==> config.mk <==
export PLATFORM = sky130hd
export DESIGN_NAME = lcd_cmd_seq
export DESIGN_NICKNAME = d
export VERILOG_FILES = /design/src/rtl/lcd_cmd_seq.sv
export SDC_FILE = /design/constraint.sdc
export NUM_CORES = 1
export LEC_CHECK = 0
export CAP_MARGIN = 20
export CORE_UTILIZATION = 53
export CTS_CLUSTER_DIAMETER = 100
export DETAILED_ROUTE_END_ITERATION = 8
export GPL_TIMING_DRIVEN = 1
export PLACE_DENSITY = 0.79
export SLEW_MARGIN = 40
export SYNTH_ARGS = -nofsm -noshare
export SYNTH_HDL_FRONTEND = slang
export SYNTH_SLANG_ARGS = --single-unit
==> constraint.sdc <==
create_clock -name clk -period 3.4 [get_ports clk]
set_clock_uncertainty 0.2 [all_clocks]
set_input_delay 0.51 -clock clk [delete_from_list [all_inputs] [get_ports clk]]
set_output_delay 0.51 -clock clk [all_outputs]
set_load 0.005 [all_outputs]
==> src/rtl/lcd_cmd_seq.sv <==
// Script-driven command sequencer for the LCD controller: walks an 8-bit command ROM
// and issues each command under the controller's busy/done handshake.
module lcd_cmd_seq #(
   parameter int unsigned SCRIPT_AW = 6,
   parameter int unsigned TIMEOUT   = 255
) (
   input  logic                 clk,
   input  logic                 reset,
   input  logic                 start,
   input  logic [7:0]           script_q,
   output logic                 script_en,
   output logic [SCRIPT_AW-1:0] script_addr,
   input  logic                 busy,
   input  logic                 done,
   output logic [2:0]           cmd,
   output logic                 cmd_valid,
   output logic                 running,
   output logic                 finished,
   output logic                 error,
   output logic [7:0]           cmd_count
);

   localparam int unsigned TW = (TIMEOUT > 1) ? $clog2(TIMEOUT + 1) : 1;
   localparam logic [TW-1:0] TmoLast = TW'(TIMEOUT - 1);
   localparam logic [SCRIPT_AW-1:0] PcMax = {SCRIPT_AW{1'b1}};

   typedef enum logic [3:0] {
      StIdle,
      StFetch,
      StLatch,
      StWaitRdy,
      StIssue,
      StHold,
      StWaitDone,
      StFinish,
      StError
   } state_e;

   state_e               state_q, state_d;
   logic [SCRIPT_AW-1:0] pc_q, pc_d;
   logic [2:0]           cur_cmd_q, cur_cmd_d;
   logic [3:0]           rep_q, rep_d;
   logic                 last_q, last_d;
   logic [TW-1:0]        tmo_q, tmo_d;
   logic [2:0]           cmd_q, cmd_d;
   logic [7:0]           cnt_q, cnt_d;
   logic                 script_en_q, script_en_d;
   logic                 cmd_valid_q, cmd_valid_d;
   logic                 running_q, running_d;
   logic                 finished_q, finished_d;
   logic                 error_q, error_d;

   always_comb begin
      state_d     = state_q;
      pc_d        = pc_q;
      cur_cmd_d   = cur_cmd_q;
      rep_d       = rep_q;
      last_d      = last_q;
      tmo_d       = '0;
      cmd_d       = cmd_q;
      cnt_d       = cnt_q;
      finished_d  = finished_q;
      error_d     = error_q;

      unique case (state_q)
         StIdle, StFinish, StError: begin
            if (start) begin
               state_d    = StFetch;
               pc_d       = '0;
               cnt_d      = '0;
               finished_d = 1'b0;
               error_d    = 1'b0;
            end
         end
         StFetch: state_d = StLatch;
         StLatch: begin
            cur_cmd_d = script_q[2:0];
            rep_d     = script_q[6:3];
            last_d    = script_q[7];
            state_d   = StWaitRdy;
         end
         StWaitRdy: begin
            if (!busy) begin
               state_d = StIssue;
            end else if (tmo_q == TmoLast) begin
               state_d = StError;
            end else begin
               tmo_d = tmo_q + TW'(1);
            end
         end
         StIssue: state_d = StHold;
         // Busy is not sampled here: the controller raises it one cycle late.
         StHold: begin
            if (cur_cmd_q == 3'd0) begin
               state_d = StWaitDone;
            end else if (rep_q != 4'd0) begin
               rep_d   = rep_q - 4'd1;
               state_d = StWaitRdy;
            end else if (last_q) begin
               state_d = StFinish;
            end else if (pc_q == PcMax) begin
               state_d = StError;
            end else begin
               pc_d    = pc_q + SCRIPT_AW'(1);
               state_d = StFetch;
            end
         end
         StWaitDone: begin
            if (done) begin
               state_d = StFinish;
            end else if (tmo_q == TmoLast) begin
               state_d = StError;
            end else begin
               tmo_d = tmo_q + TW'(1);
            end
         end
         default: state_d = StIdle;
      endcase

      // Outputs are registered from the next state so they line up with state_q.
      if (state_d == StIssue) begin
         cmd_d = cur_cmd_q;
         if (cnt_q != 8'hFF) cnt_d = cnt_q + 8'd1;
      end
      if (state_d == StFinish) finished_d = 1'b1;
      if (state_d == StError)  error_d    = 1'b1;
      script_en_d = (state_d == StFetch);
      cmd_valid_d = (state_d == StIssue);
      running_d   = !(state_d inside {StIdle, StFinish, StError});
   end

   always_ff @(posedge clk or posedge reset) begin
      if (reset) begin
         state_q     <= StIdle;
         pc_q        <= '0;
         cur_cmd_q   <= '0;
         rep_q       <= '0;
         last_q      <= 1'b0;
         tmo_q       <= '0;
         cmd_q       <= '0;
         cnt_q       <= '0;
         script_en_q <= 1'b0;
         cmd_valid_q <= 1'b0;
         running_q   <= 1'b0;
         finished_q  <= 1'b0;
         error_q     <= 1'b0;
      end else begin
         state_q     <= state_d;
         pc_q        <= pc_d;
         cur_cmd_q   <= cur_cmd_d;
         rep_q       <= rep_d;
         last_q      <= last_d;
         tmo_q       <= tmo_d;
         cmd_q       <= cmd_d;
         cnt_q       <= cnt_d;
         script_en_q <= script_en_d;
         cmd_valid_q <= cmd_valid_d;
         running_q   <= running_d;
         finished_q  <= finished_d;
         error_q     <= error_d;
      end
   end

   assign script_en   = script_en_q;
   assign script_addr = pc_q;
   assign cmd         = cmd_q;
   assign cmd_valid   = cmd_valid_q;
   assign running     = running_q;
   assign finished    = finished_q;
   assign error       = error_q;
   assign cmd_count   = cnt_q;

endmodule

# Word level (Yosys, flattened, before mapping)
# Cells that the tools add are included.
# Widths: inputs -> output; s select.
# op_classes
n_addsub	4
eq_ne	21
mux	30
reduce_logical	17
# op_table
cell	n
$mux 8	7
$mux 4	10
$mux 6	5
$pmux 4 s7	1
$eq 4x3->1 const B	6
$add 8x1->8 const B	2
$pmux 8 s2	1
$ne 2x2->1 const B	6
$pmux 6 s2	1
$reduce_bool 2->1	6
$eq 4x1->1 const B	2
$eq 4x2->1 const B	2
$eq 4x4->1 const B	2
$eq 8x8->1 const B	1
$logic_not 4->1	2
$ne 8x8->1 const B	1
$pmux 4 s2	1
$add 6x1->6 const B	1
$eq 6x6->1 const B	1
$reduce_and 6->1	1
$mux 1	4
$reduce_and 2->1	2
$reduce_bool 4->1	1
$sub 4x1->4 const B	1
other kinds (5)	5
# totals
reg_bits	42
in_bits	13
out_inout_bits	22
elab_cells	85

# Logic depth before layout (Yosys ltp)
# depth
word_depth	9
ltp_mapped	9
mapped_depth_nobuf	8

# Worst setup path after synthesis
# Ideal clock, no wire load.
# synth_path
path_type	register to register
from	register rep_q[0]
to	register pc_q[5] (netlist: script_addr[5])
setup_time_ns	0.123
arrival_time_ns	2.522
required_ns	3.077
path_slack_ns	0.555
path_stages_with_launch	10
path_buffers	1
period_less_slack_ns	2.845
cell_sequence	dfrtp_1 inv_1 ha_1 or4b_4 o21ai_2 a21oi_2 or4b_1 buf_2 or4_4 mux2i_1
# synth_between
elab_chain_len	3
# synth_lines
item	line_no	text
start, declared	42	logic [3:0] rep_q, rep_d;
start signal, assigned	151	rep_q <= rep_d;
$reduce_bool 4->1	96	end else if (rep_q != 4'd0) begin
$ne 2x2->1 (no source line)	-	
$reduce_and 6->1 (no source line)	-	
end signal, assigned	149	pc_q <= pc_d;
end, declared	40	logic [SCRIPT_AW-1:0] pc_q, pc_d;
# Every way passes these cells.
# A chain may end at the register's enable or synchronous reset.

# Worst setup path after layout
# Same ends and word-level chain as after synthesis.

==> metrics.cfg <==
[clocking]
cts_tree = done
cts_sinks = 42
cts_resized = 0
cts_made_buffers = 5
cts_setup_buffers = 0
cts_hold_buf = 0
clock_latency_ns = 0.29
cts.reportedPaths.clkPinSlew_ns = 0.08
cts_max_level = 2
cts-root-buf = clkbuf_8
cts.path.max_buffers = 2

[setup_path]
cp_top_family = simple AND/OR/NAND/NOR gates
slowest_stage = or4b_1
crit_type = flop to flop
crit_chain = inv_1 -> ha_1 -> or4b_4 -> o21ai_2 -> a21oi_2 -> or4b_1 -> or4_4 -> mux2i_1
start_kind = flop
cp_num_buf_inv = 1
cp.required_ns = 3.38
cpPeakStageDelay_ns = 0.66
end_kind = flop
critPathMaxFanout = 8
arrival_ns = 2.99

[floorplan]
fp.dieArea_mm2 = 0.00443
start_util_pct = 55.2
io_pins = 35
die_w_um = 66.5
die_h_um = 66.5
rows = 23
core_mm2 = 0.00400

[global_routing]
track_usage_pct = 23.9
grt_max_degree = 43
grt_pass1_wl_um = 7820
grt-ovfl-total = 0
grt_pass1_vias = 1697
antenna_found_initial = 0

[yosys]
yosys-top-cells-area = dfrtp_1 48%, nand2_1 5.3%, nor2_1 4.9%, o21ai_0 3.2%, ha_1 2.8%
syn_area_mm2 = 0.00221
synthDistinctLibCells = 47
synth.most_common_cell = dfrtp_1
ys_seq_elements = 42
synth.largest_area_cell = dfrtp_1
synth_area_per_cell_um2 = 9.27
synth_flop_cell = dfrtp_1
synth.top_cells.by_count = 42 x dfrtp_1, 31 x nand2_1, 29 x nor2_1, 14 x o21ai_0, 10 x a21oi_1
synthArstFlopShare_pct = 100
yosysSeqAreaShare_pct = 47.6
synth_top_area_share_pct = 47.6
synthCells = 238
synth_edf_count = 0
yosys_warnings = 0
syn_nets = 256

[flow_run]
maxCapViolCount = 0

[routing]
vias = 1814
drcViolationCount = 0
avgViaCountPerCell = 5.60
finalWirelength_um = 4520
ant_nets = 0
first_pass_iters = 5
wl_per_cell_um = 13.9
first_iter_violations = 137

[timing]
rsz0062_at_grt = no
finalCritPeriodShare_pct = 88.6
worstMarginPinSlew_ns = 0.615
hold_violations = 0
setup_viol = 0
slew_viol_final = 0
max_slew_margin_pct = 58.6
tns_ns = 0
max_freq_mhz = 332
fin_crit_ns = 3.01

[power]
clkPwrFrac_pct = 15.4
powerDensity_mw_per_mm2 = 728
intPower_uw = 1180
vdd_drop_max_v = 0.000326
total_power_uw = 1950
p_comb_share_pct = 43.6
seq_power_share_pct = 41.0
p_leak_uw = 0.00114
swShare_pct = 39.3
p_sw_uw = 768

[min_path]
hold_class = flop to flop

[final_layout]
drive_gt1_share_pct = 8.03
final_util_pct = 67.1
diodes = 0
syn_to_final_growth_pct = 21.6
nNetsFinal = 292

[placement]
place_congestion = 0.870
placement.io_buffers = 34
dpl.hpwl_um = 3350

[outcome]
status = finished clean

[registers in the layout, indices dropped and copies added, names as in the netlist, 3 cells and up]
| name | flops |
|---|---|
| tmo_q | 8 |
| state_q | 4 |
| rep_q | 4 |
| script_addr | 6 |
| cmd_count | 8 |
| cur_cmd_q | 3 |
| cmd | 3 |
[cell usage in the layout, fill, tap and decap left out, drive strengths merged, types with 3 or more instances in the layout]
master | synthesis | routed
dfrtp | 42 | 42
clkdlybuf4s50 | 0 | 34
nand2 | 31 | 31
nor2 | 29 | 29
o21ai | 18 | 18
a21oi | 11 | 11
nand3 | 9 | 9
inv | 9 | 9
nor3 | 7 | 7
o31ai | 7 | 7
clkbuf | 8 | 7
mux2 | 5 | 5
ha | 5 | 5
buf | 2 | 5
nor3b | 4 | 4
xnor2 | 4 | 4
xor2 | 4 | 4
or4 | 4 | 4
nand4 | 3 | 3
and2 | 3 | 3
a21o | 3 | 3
[final timing paths]
check                          from        endpoint  slack (ns)  cells after the start
max in group asynchronous     reset          last_q        2.19                      3
min in group asynchronous     reset    cmd_count[5]        0.44                      3
max                        rep_q[0]  script_addr[5]        0.39                      8
min                          cmd[1]          cmd[1]        0.28                      2
min reg2reg                  cmd[1]          cmd[1]        0.28                      2
max reg2reg                rep_q[0]  script_addr[5]        0.39                      8
[stage by stage]
stage	area, um^2	hold slack [ns]	worst slack [ns]	instances
5_1_grt	2680	0.319	0.223	324
3_3_place_gp	2610	0.260	0.451	317
4_1_cts	2680	0.282	0.391	324
2_1_floorplan	2210	0.270	0.555	238
6_report	2680	0.276	0.386	324
3_5_place_dp	2610	0.264	0.407	317
[final cells by class]
class                   count  area [um^2]
clock buffers               7         76.3
fillers                   323         1320
inverters                   9         33.8
multi-input cells         177         1080
flip-flops and latches     42         1050
well taps                  50         62.6
repair buffers             39          378
[power by group through the flow]
stage          logic (uW)  registers (uW)  clock network, uW
6_report              851             800                302
5_1_grt               969             833                332
4_1_cts               854             803                312
3_5_place_dp          851             813                  0
3_3_place_gp          832             802                  0
2_1_floorplan         619             746                  0
[worst min-delay path, delay by kind of cell (launching register included)]
| kind | cells | cell delay [ns] |
|---|---|---|
| and+or+nand+nor | 2 | 0.10 |
| DFF | 1 | 0.34 |
[kinds of logic after synthesis]
kind of cell,synth area share (%)
AO/OA/AOI/OAI,15.5
multiplexers,3.00
XOR/XNOR,3.17
flip-flops,47.6
AND/OR/NAND/NOR,24.5
adder cells (fa/ha/maj),2.83
buffers and inverters,3.34
[per-layer routing]
layer | vias up | track usage, % | share of wire [%]
met5 | - | 0 | 0
met4 | 0 | 9.31 | 1.4
met3 | 6 | 5.31 | 3.4
met2 | 34 | 36.6 | 47
met1 | 863 | 32.7 | 48
li1 | 911 | - | -
No activity file was read; power rests on OpenSTA's default activity.
